[config.mk]
export PLATFORM = sky130hd
export DESIGN_NAME = keypad_scanner
export DESIGN_NICKNAME = d
export VERILOG_FILES = /design/src/rtl/keypad_scanner.sv
export SDC_FILE = /design/constraint.sdc
export NUM_CORES = 1
export LEC_CHECK = 0
export ABC_AREA = 1
export CORE_MARGIN = 2
export CORE_UTILIZATION = 62
export CTS_CLUSTER_DIAMETER = 100
export DETAILED_ROUTE_END_ITERATION = 8
export DONT_BUFFER_PORTS = 1
export PLACE_DENSITY = 0.78
export SLEW_MARGIN = 20
export SYNTH_ARGS = -nofsm -noshare
export SYNTH_HDL_FRONTEND = slang
export SYNTH_SLANG_ARGS = --single-unit
[constraint.sdc]
create_clock -name clk -period 2.17 [get_ports clk]
set_clock_uncertainty 0.2 [all_clocks]
set_input_delay 0.434 -clock clk [delete_from_list [all_inputs] [get_ports clk]]
set_output_delay 0.434 -clock clk [all_outputs]
set_load 0.02 [all_outputs]
[src/rtl/keypad_scanner.sv]
// 4x4 matrix keypad scanner: drives one active-low column at a time, debounces the
// synchronized rows on scan ticks and reports each accepted key press exactly once.
module keypad_scanner #(
  parameter int DEBOUNCE_TICKS = 8
) (
  input  logic       clk,
  input  logic       reset,
  input  logic       tick,
  input  logic [3:0] rows,
  output logic [3:0] cols,
  output logic [3:0] key_code,
  output logic       key_valid,
  output logic       key_held
);

  localparam int CW = $clog2(DEBOUNCE_TICKS + 1);
  localparam logic [CW-1:0] C_LIMIT = CW'(DEBOUNCE_TICKS);

  typedef enum logic [1:0] {S_SCAN, S_DEBOUNCE, S_HELD, S_RELEASE} state_t;

  state_t          r_state;
  logic [3:0]      r_sync1;
  logic [3:0]      r_sync2;
  logic [CW-1:0]   r_cnt;
  logic [1:0]      r_col;
  logic [1:0]      r_row;
  logic [3:0]      r_key_code;
  logic            r_key_valid;
  logic            r_key_held;

  logic            w_single;
  logic [1:0]      w_row_idx;
  logic            w_row_low;
  logic [CW-1:0]   w_cnt_nxt;

  function automatic logic [3:0] key_map(input logic [1:0] r, input logic [1:0] c);
    logic [3:0] code;
    case ({r, c})
      4'h0: code = 4'h1;  4'h1: code = 4'h2;  4'h2: code = 4'h3;  4'h3: code = 4'hA;
      4'h4: code = 4'h4;  4'h5: code = 4'h5;  4'h6: code = 4'h6;  4'h7: code = 4'hB;
      4'h8: code = 4'h7;  4'h9: code = 4'h8;  4'hA: code = 4'h9;  4'hB: code = 4'hC;
      4'hC: code = 4'hE;  4'hD: code = 4'h0;  4'hE: code = 4'hF;  default: code = 4'hD;
    endcase
    return code;
  endfunction

  // Two or more low rows (ghosting / multi-press) is treated the same as no key.
  always_comb begin
    w_single  = 1'b0;
    w_row_idx = 2'd0;
    case (r_sync2)
      4'b1110: begin w_single = 1'b1; w_row_idx = 2'd0; end
      4'b1101: begin w_single = 1'b1; w_row_idx = 2'd1; end
      4'b1011: begin w_single = 1'b1; w_row_idx = 2'd2; end
      4'b0111: begin w_single = 1'b1; w_row_idx = 2'd3; end
      default: begin w_single = 1'b0; w_row_idx = 2'd0; end
    endcase
  end

  assign w_row_low = ~r_sync2[r_row];
  assign w_cnt_nxt = r_cnt + CW'(1);

  always_ff @(posedge clk or negedge reset) begin
    if (!reset) begin
      r_state     <= S_SCAN;
      r_sync1     <= 4'b1111;
      r_sync2     <= 4'b1111;
      r_cnt       <= '0;
      r_col       <= 2'd0;
      r_row       <= 2'd0;
      r_key_code  <= 4'h0;
      r_key_valid <= 1'b0;
      r_key_held  <= 1'b0;
    end else begin
      r_sync1     <= rows;
      r_sync2     <= r_sync1;
      r_key_valid <= 1'b0;
      if (tick) begin
        case (r_state)
          S_SCAN: begin
            if (w_single) begin
              r_row <= w_row_idx;
              r_cnt <= CW'(1);
              if (DEBOUNCE_TICKS == 1) begin
                r_state     <= S_HELD;
                r_key_code  <= key_map(w_row_idx, r_col);
                r_key_valid <= 1'b1;
                r_key_held  <= 1'b1;
              end else begin
                r_state <= S_DEBOUNCE;
              end
            end else begin
              r_col <= r_col + 2'd1;
            end
          end
          S_DEBOUNCE: begin
            if (w_single && (w_row_idx == r_row)) begin
              if (w_cnt_nxt >= C_LIMIT) begin
                r_state     <= S_HELD;
                r_cnt       <= '0;
                r_key_code  <= key_map(r_row, r_col);
                r_key_valid <= 1'b1;
                r_key_held  <= 1'b1;
              end else begin
                r_cnt <= w_cnt_nxt;
              end
            end else begin
              r_cnt   <= '0;
              r_col   <= r_col + 2'd1;
              r_state <= S_SCAN;
            end
          end
          // Column stays frozen here, so other keys in other columns cannot be seen.
          S_HELD: begin
            if (!w_row_low) begin
              if (DEBOUNCE_TICKS == 1) begin
                r_cnt      <= '0;
                r_key_held <= 1'b0;
                r_col      <= r_col + 2'd1;
                r_state    <= S_SCAN;
              end else begin
                r_cnt   <= CW'(1);
                r_state <= S_RELEASE;
              end
            end
          end
          S_RELEASE: begin
            if (!w_row_low) begin
              if (w_cnt_nxt >= C_LIMIT) begin
                r_cnt      <= '0;
                r_key_held <= 1'b0;
                r_col      <= r_col + 2'd1;
                r_state    <= S_SCAN;
              end else begin
                r_cnt <= w_cnt_nxt;
              end
            end else begin
              r_cnt   <= '0;
              r_state <= S_HELD;
            end
          end
          default: r_state <= S_SCAN;
        endcase
      end
    end
  end

  assign cols      = ~(4'b0001 << r_col);
  assign key_code  = r_key_code;
  assign key_valid = r_key_valid;
  assign key_held  = r_key_held;

endmodule

After elaboration in Yosys (flattened, before gate mapping)
Memories as Yosys holds them, arrays and structs flattened. A register that Yosys moved wholly into a read port is not among the register bits. Cells that the tools add are included.

Register bits: 20. Bits in read-only memories: 64. Input port bits: 7. Word-level logic and storage cells: 76. Memories kept: 1.

Add/sub/neg operators: 2. $lt $le $gt $ge: 2. Equal/unequal tests: 18. Shifts and indexed selects: 1. Muxes and demuxes: 31. Bitwise operators: 1. Reduce and logical (&&, ||, !) cells: 12.

Memories: (name not given) (words 16, width 4, read ports 1, clocked after Yosys merged registers in 1, wr ports 0, line 38) `case ({r, c})`.

Operators by type and width (count): 2-bit two-way mux (10); 4-bit two-way mux (5); 2-bit inequality test (second input constant) (8); 4-bit one-hot mux with 4 select lines (1); 4-bit equality test (second input constant) (3); 2-bit one-hot mux with 3 select lines (2); 6-bit AND reduction (2); 1-bit two-way mux (10); 2-bit one-hot mux with 4 select lines (1); 3-bit inequality test (second input constant) (2); 3-bit AND reduction (2); 5-bit AND reduction (1); 4-bit by 1-bit adder with 4-bit output (second input constant) (1); 2-bit equality test (second input constant) (2); 4-bit by 3-bit equality test with 1-bit output (second input constant) (1); 4-bit greater-or-equal comparator (second input constant) (1); 4-bit NOT (1); 4-bit AND reduction (1); 4-bit OR reduction (1); 1-bit by 2-bit << shifter with 4-bit output (first input constant) (1); 2-bit by 3-bit less-than comparator with 1-bit output (second input constant) (1); 3-bit nonzero test (1); 2-bit by 1-bit adder with 2-bit output (second input constant) (1); 1-bit binary-select mux with 2-bit select (1); other kinds (7) (7).

Logic depth before layout (Yosys ltp)
Gate-level depths: netlist of the first run.

Word-level depth: 7. Mapped depth: 12. Depth with buffers taken out: 12.

Worst setup path before layout of the first run
OpenSTA, ideal clock, no wires.

Path kind: register to register. Start: register r_sync2[0]. End: register r_state[1]. Setup time: 0.117 ns. Arrival: 1.336 ns. Data required time: 1.853 ns. Setup slack: 0.517 ns. Stages on the path, launching flop included: 12. Path buffers: 0. Cells stage by stage: dfstp_2 nand2_1 inv_2 nand3_2 nand2_4 inv_4 nand2_4 nand3_4 nor2_4 nand2_2 nand2_1 nand2_1.

Word-level cells in the longest chain between the ends: 6.

RTL lines: start, declared (line 23) `logic [3:0] r_sync2;`; start signal, assigned (line 76) `r_sync2 <= r_sync1;`; 4-bit by 3-bit equality test with 1-bit output or 4-bit equality test (tied branches) (line 51) `case (r_sync2)`; 2-bit one-hot mux with 3 select lines or 4-bit OR reduction (tied branches); 2-bit equality test or 1-bit two-way mux (tied branches) (line 97, 51); 1-bit logical AND (line 97) `if (w_single && (w_row_idx == r_row)) begin`; 3-bit inequality test (no source line) or 2-bit two-way mux (tied branches); 5-bit AND reduction (no source line) or 2-bit one-hot mux with 4 select lines (tied branches); end signal, assigned (line 90) `r_state <= S_DEBOUNCE;`; end signal, assigned (line 99) `r_state <= S_HELD;`; end signal, assigned (line 110) `r_state <= S_SCAN;`; end, declared (line 21) `state_t r_state;`.

Parallel ways exist; a longest one is shown, timed or not. The select of a mux whose other input is x is not followed. A chain may end at the register's enable or synchronous reset.

Worst setup path after layout of the first run
Start: register r_col[0]. End: output cols[0].

Word-level cells in the longest chain between the ends: 2.

RTL lines: start, declared (line 25) `logic [1:0] r_col;`; start signal, assigned (line 93) `r_col <= r_col + 2'd1;`; start signal, assigned (line 109) `r_col <= r_col + 2'd1;`; start signal, assigned (line 119) `r_col <= r_col + 2'd1;`; 1-bit by 2-bit << shifter with 4-bit output (line 148) `assign cols = ~(4'b0001 << r_col);`; 4-bit NOT (line 148); end, declared (line 10) `output logic [3:0] cols,`.

No other way between the ends.

==> impl_metrics.csv, run 1 <==
group,metric,value,unit
synth,seq_area_frac_synth,41.50,%
worst_setup_path,worstPathRequired,1.54,ns
pwr,powerDensity,1065,nW/um^2
pwr,ir_worst_vdd,709.8,uV
global_routing,grt_max_degree,25,
sta,setup_violations,0,
clocking,clk_pin_slew,0.14,ns
worst_setup_path,path_class,"flip-flop to output pin",
synth,synthArstFlopShare,100.0,%
global_routing,grt_use_total,22.92,%
layout,fin_util,71.71,%
route,vias,1119,
route,post_drt_wl_per_cell,13.30,microns
worst_hold_path,min_path_type,"input pin to flip-flop",
clocking,cts.sink_count,24,
pwr,leakage,0.8145,nW
pwr,p_switching,0.0007628,W
layout,final_nets,194,
sta,finalMaxSlewViolations,0,
sta,final_hold_viol_count,0,
layout,syn2layout_area_growth,8.844,%
status,status,"completed",
global_routing,antenna_found_initial,0,
synth,synth_top_area_share,27.21,%
synth,synthesis.nets,185,
route,ant_nets,0,
global_routing,grt_pass1_wl,4650,microns
layout,layout-drive-gt1-share,25.70,%
synth,synth_area,1471,sq um
synth,yosysMostFrequentCell,"nand2_1",
clocking,cts_root_buf,"clkbuf_4",
clocking,ctsResizeCount,0,
synth,synth_seq_cells,24,
worst_setup_path,crit_path_start,"r_col[0]$_DFFE_PN0P_",
worst_setup_path,r2r_start,"r_row[0]$_DFFE_PN0P_",
clocking,cts_tree,"done",
synth,synthTopCellsByArea,"dfrtp_1 27%, dfstp_2 14%, nand2_1 12%, ha_1 6.0%, inv_1 5.9%",
sta,slew_headroom,65.73,%
die,initial_utilization,65.88,%
pwr,pwr-share-comb,42.3,%
worst_setup_path,r2r_end,"r_state[1]$_DFFE_PN0P_",
synth,synthDistinctLibCells,28,
sta,tightest_slew,0.5140,ns
die,die_area,2779,sq um
synth,synth_top_area_cell,"dfrtp_1",
layout,seq_area,610.6,sq um
global_routing,grt-ovfl-total,0,
route,met2WireLength,1406,microns
route,drt_iter0_markers,30,
worst_setup_path,reg2reg_depth,10,
route,avgViaCountPerCell,5.406,
sta,max_freq,506.7,MHz
pwr,p_clk_share,19.1,%
sta,finalSetupTns,0,ns
worst_setup_path,arrival,1.34,ns
sta,fin_crit_sh,90.95,%
layout,nFillCells,168,
sta,rsz0062_at_grt,"no",
placement,port_buffers,0,
pwr,p_seq_share,38.6,%
pwr,internal_power,0.0009430,W
route,wirelength,2753,microns
clocking,clk_latency,0.32,ns
synth,avgSynthCellArea,8.605,sq um
route,drt_first_pass_iters,4,
run,maxCapViolCount,0,
worst_setup_path,r2r_slack,0.21,ns
layout,diodes,0,
die,fp.coreArea,2233,sq um
worst_setup_path,crit_path_end,"cols[0]",
synth,yosysWarnings,0,
die,die_h,52.72,microns
placement,hpwlAfterDp,2006,microns
clocking,cts.path.max_buffers,2,
worst_setup_path,startpoint_type,"flip-flop",
die,io_pins,17,
synth,synth_edf_count,0,
clocking,cts_setup_buffers,0,
synth,syn_inst,171,
global_routing,grt_pass1_vias,1160,
clocking,holdBufCountCts,5,
synth,ys.flop_type,"dfrtp_1",
route,highest_layer,"met4",
worst_setup_path,worst_setup_path_end_kind,"output pin",
placement,gp_congestion,0.8963,
pwr,sw_frac_of_total,44.72,%
route,wl_met1,1177,microns
worst_setup_path,critical_path.max_fanout,6,
route,route.detailed.drc,0,
sta,min_period,1.974,ns
die,rows,17,
die,dieWidth,52.72,microns
synth,synthTopCellsByCount,"46 x nand2_1, 23 x inv_1, 16 x dfrtp_1",
worst_hold_path,holdPathStages,2,
layout,multi_input_comb_area,737.0,sq um
clocking,htree_levels,1,
clocking,cts_buffers,3,
route,wl_met3,76,microns
## metal layers
layer  GRT usage [%]  vias up
met4           11.97        0
met1           24.86      526
met5               0        -
li1                -      552
met3           2.857       11
met2           42.71       30
## power by group through the flow
stage	registers (W)	logic [W]	clock network (W)
3_5_place_dp	0.000654	0.000697	0
2_1_floorplan	0.000602	0.000618	0
5_1_grt	0.000666	0.000816	0.000348
3_3_place_gp	0.000649	0.000666	0
4_1_cts	0.000649	0.000722	0.000330
6_report	0.000659	0.000722	0.000326
## worst min-delay path by stage
| stage | end | slack, ns | startpoint |
|---|---|---|---|
| after floorplan | key_code[0]$_DFFE_PN0P_ | -0.06 | reset |
| after global placement | r_col[1]$_DFFE_PN0P_ | -0.06 | reset |
| after detailed placement | key_code[2]$_DFFE_PN0P_ | -0.06 | reset |
| after CTS | key_valid$_DFF_PN0_ | 0.04 | tick |
| after global routing | key_valid$_DFF_PN0_ | 0.05 | tick |
| final | key_valid$_DFF_PN0_ | 0.04 | tick |
## critical path: stages (launching register included)
cell	delay, ns
dfrtp_1	0.48
inv_1	0.15
ha_1	0.23
inv_1	0.15
## cell families after synthesis
family	count (synthesis)	share of synthesized area [%]
compound gates	20	7.909
xor+xnor	3	2.296
fa+ha+maj	7	5.952
buf+inv	31	8.418
flops	24	41.50
simple gates	86	33.93
## cell type report
class                      count  share of cell area [%]
tap                           28                   2.187
clock inverter                 1                   1.875
timing repair buffer           6                   3.437
inverter                      29                   6.953
clock buffer                   3                   1.406
sequential                    24                   38.12
multi-input combinational    116                   46.02
## cells in the final DEF, fill, tap and decap left out, types with 2 or more instances in the layout
master         netlist  routed
dfrtp_1             16      16
o21ai_1              5       5
dlygate4sd3_1        0       5
nand2_2              6       6
inv_1               23      23
xor2_1               2       2
nand2_1             46      46
dfstp_2              8       8
a21oi_1              4       4
nand4_1              2       2
ha_1                 7       7
nand2_4              6       6
clkbuf_4             0       3
inv_2                5       5
nor2_1               4       4
nor3_1               2       2
o21ai_0              8       8
nand4_4              2       2
nand3_2              6       6
nand3_1              8       8
nor2_2               2       2
## per-stage QoR
| stage | setup WS [ns] | cell area (sq um) | power, W | std cells | hold slack [ns] |
|---|---|---|---|---|---|
| 6_report | 0.1964 | 1602 | 0.001706 | 207 | 0.04437 |
| 5_1_grt | 0.09796 | 1602 | 0.001830 | 207 | 0.04846 |
| 4_1_cts | 0.1993 | 1597 | 0.001702 | 206 | 0.04422 |
| 3_5_place_dp | 0.2757 | 1494 | 0.001351 | 197 | -0.06090 |
| 3_3_place_gp | 0.3161 | 1494 | 0.001315 | 197 | -0.06101 |
| 2_1_floorplan | 0.5172 | 1471 | 0.001220 | 171 | -0.06159 |
## flip-flops by register name, summed over array words and instances, names as in the netlist, 2 cells and up
name      count
r_row         2
r_col         2
r_sync2       4
r_sync1       4
key_code      4
r_state       2
r_cnt         4
Power figures use the tool's default switching activity.
==> run 2: changes to the inputs <==
--- a/config.mk
+++ b/config.mk
@@ -12,6 +12,7 @@
 export DETAILED_ROUTE_END_ITERATION = 8
 export DONT_BUFFER_PORTS = 1
 export PLACE_DENSITY = 0.78
+export RECOVER_POWER = 100
 export SLEW_MARGIN = 20
 export SYNTH_ARGS = -nofsm -noshare
 export SYNTH_HDL_FRONTEND = slang
==> impl_metrics.csv, run 2 (same netlist as run 1, synthesis figures left out) <==
group,metric,value,unit
placement,port_buffers,0,
worst_setup_path,slowest_delay,0.59,ns
layout,nFillCells,174,
clocking,cts_setup_buffers,0,
die,fp.coreArea,2233,sq um
global_routing,grt_max_degree,25,
layout,most-common-layout-cells,"48 x nand2_1, 24 x inv_1, 16 x dfrtp_1",
die,initial_utilization,65.88,%
sta,slew_headroom,65.97,%
global_routing,grt-ovfl-total,0,
sta,rsz0062_at_grt,"no",
pwr,leakage,0.8119,nW
worst_setup_path,worstPathCellList,"inv_1 > nand2_1 > nand3_1 > nand2_1 > nand3_1 > nand3_4 > inv_1 > nand2_1 > nand2_1 > nand2_1",
worst_setup_path,critPathTopFamily,"simple AND/OR/NAND/NOR gates",
pwr,powerDensity,1067,nW/um^2
sta,finalSetupTns,0,ns
die,die_area,2779,sq um
clocking,cts.path.max_buffers,2,
worst_hold_path,min_path_type,"input pin to flip-flop",
global_routing,grt_pass1_vias,1160,
sta,tightest_slew,0.5105,ns
route,ant_nets,0,
layout,seq_area,610.6,sq um
sta,finalMaxSlewViolations,0,
route,post_drt_wl_per_cell,13.08,microns
clocking,clk_latency,0.32,ns
die,die_h,52.72,microns
route,drt_first_pass_iters,4,
clocking,htree_levels,1,
worst_setup_path,arrival,2.05,ns
worst_setup_path,path_class,"flip-flop to flip-flop",
global_routing,antenna_found_initial,0,
worst_setup_path,startpoint_type,"flip-flop",
placement,gp_congestion,0.8963,
worst_setup_path,critPathSlowestCell,"dfrtp_1",
sta,min_period,1.993,ns
placement,place_area,1494,sq um
status,status,"completed",
global_routing,grt_use_total,22.92,%
placement,hpwlAfterDp,2006,microns
layout,diodes,0,
die,dieWidth,52.72,microns
clocking,clk_pin_slew,0.14,ns
layout,multi_input_comb_area,716.9,sq um
worst_setup_path,worstPathRequired,2.23,ns
layout,syn2layout_area_growth,7.313,%
run,maxCapViolCount,0,
placement,pre_cts_ws,0.2757,ns
layout,final_nets,194,
die,rows,17,
die,io_pins,17,
layout,final_cell_area,1579,sq um
sta,fin_crit_sh,91.86,%
clocking,ctsResizeCount,0,
clocking,cts.sink_count,24,
worst_setup_path,critical_path.max_fanout,12,
global_routing,grt_pass1_wl,4650,microns
worst_setup_path,timing.critical_path.buf_inv,2,
worst_setup_path,path_common_cell,"nand2_1",
sta,max_freq,501.7,MHz
clocking,cts_buffers,3,
sta,finalWorstSetupSlack,0.1767,ns
clocking,cts_tree,"done",
pwr,fin_total_pwr,0.001685,W
sta,setup_violations,0,
route,vias,1117,
route,route.detailed.drc,0,
worst_setup_path,worst_setup_path_end_kind,"flip-flop",
clocking,cts_root_buf,"clkbuf_4",
layout,fin_util,70.70,%
pwr,ir_worst_vdd,702.6,uV
layout,mostFrequentLayoutCell,"nand2_1",
route,drt_iter0_markers,39,
layout,layout-drive-gt1-share,21.79,%
route,avgViaCountPerCell,5.396,
sta,final_hold_viol_count,0,
route,wirelength,2707,microns
[run 2: cell counts in the layout (fill, tap and decap cells not counted)]
No cell type changed its count.
[run 2: worst paths after layout]
kind / from / to / slack [ns] / cells past startpoint
max: r_row[0]$_DFFE_PN0P_ / r_state[0]$_DFFE_PN0P_ / 0.18 / 10
min: tick / key_valid$_DFF_PN0_ / 0.05 / 2
max reg2reg: r_row[0]$_DFFE_PN0P_ / r_state[0]$_DFFE_PN0P_ / 0.18 / 10
min reg2reg: r_sync1[2]$_DFF_PN1_ / r_sync2[2]$_DFF_PN1_ / 0.16 / 0
max in group asynchronous: reset / r_sync1[0]$_DFF_PN1_ / 0.99 / 2
min in group asynchronous: reset / r_row[1]$_DFFE_PN0P_ / 0.42 / 2
[run 2: area by class of cell]
cell class	instances	share of cell area, %
clock buffer	3	1.426
clock inverter	1	1.902
inverter	29	6.894
multi-input combinational	116	45.40
sequential	24	38.67
tap	28	2.219
timing repair buffer	6	3.487
[run 2: layer usage]
layer | wire [microns] | up-vias | share of wire, % | GRT usage [%]
met5 | 0 | - | 0 | 0
met4 | 99 | 0 | 3.7 | 11.97
met3 | 90 | 15 | 3.3 | 2.857
met2 | 1380 | 38 | 51 | 42.71
met1 | 1137 | 512 | 42 | 24.86
li1 | - | 552 | - | -
[run 2: worst register-to-register path: cells and delay by family, from the launching register on]
kind                   cells  cell delay (ns)
buffers and inverters      2             0.29
flip-flops                 1             0.59
AND/OR/NAND/NOR            8             0.84
[run 2: power by group]
part	switching (W)	internal, W
clock	0.000134	0.000187
sequential	0.000129	0.000525
combinational	0.000483	0.000226
[run 2: what timing repair did]
action	in CTS	in global routing
endpoints found under the hold margin	28	16
hold buffers	5	1
setup endpoints to repair	0	0
[run 2: metrics by stage]
| step | hold slack, ns | cells |
|---|---|---|
| after floorplan | -0.06159 | 171 |
| after CTS | 0.04422 | 206 |
| after global routing | 0.04846 | 207 |
| after global placement | -0.06101 | 197 |
| final | 0.05169 | 207 |
| after detailed placement | -0.06090 | 197 |
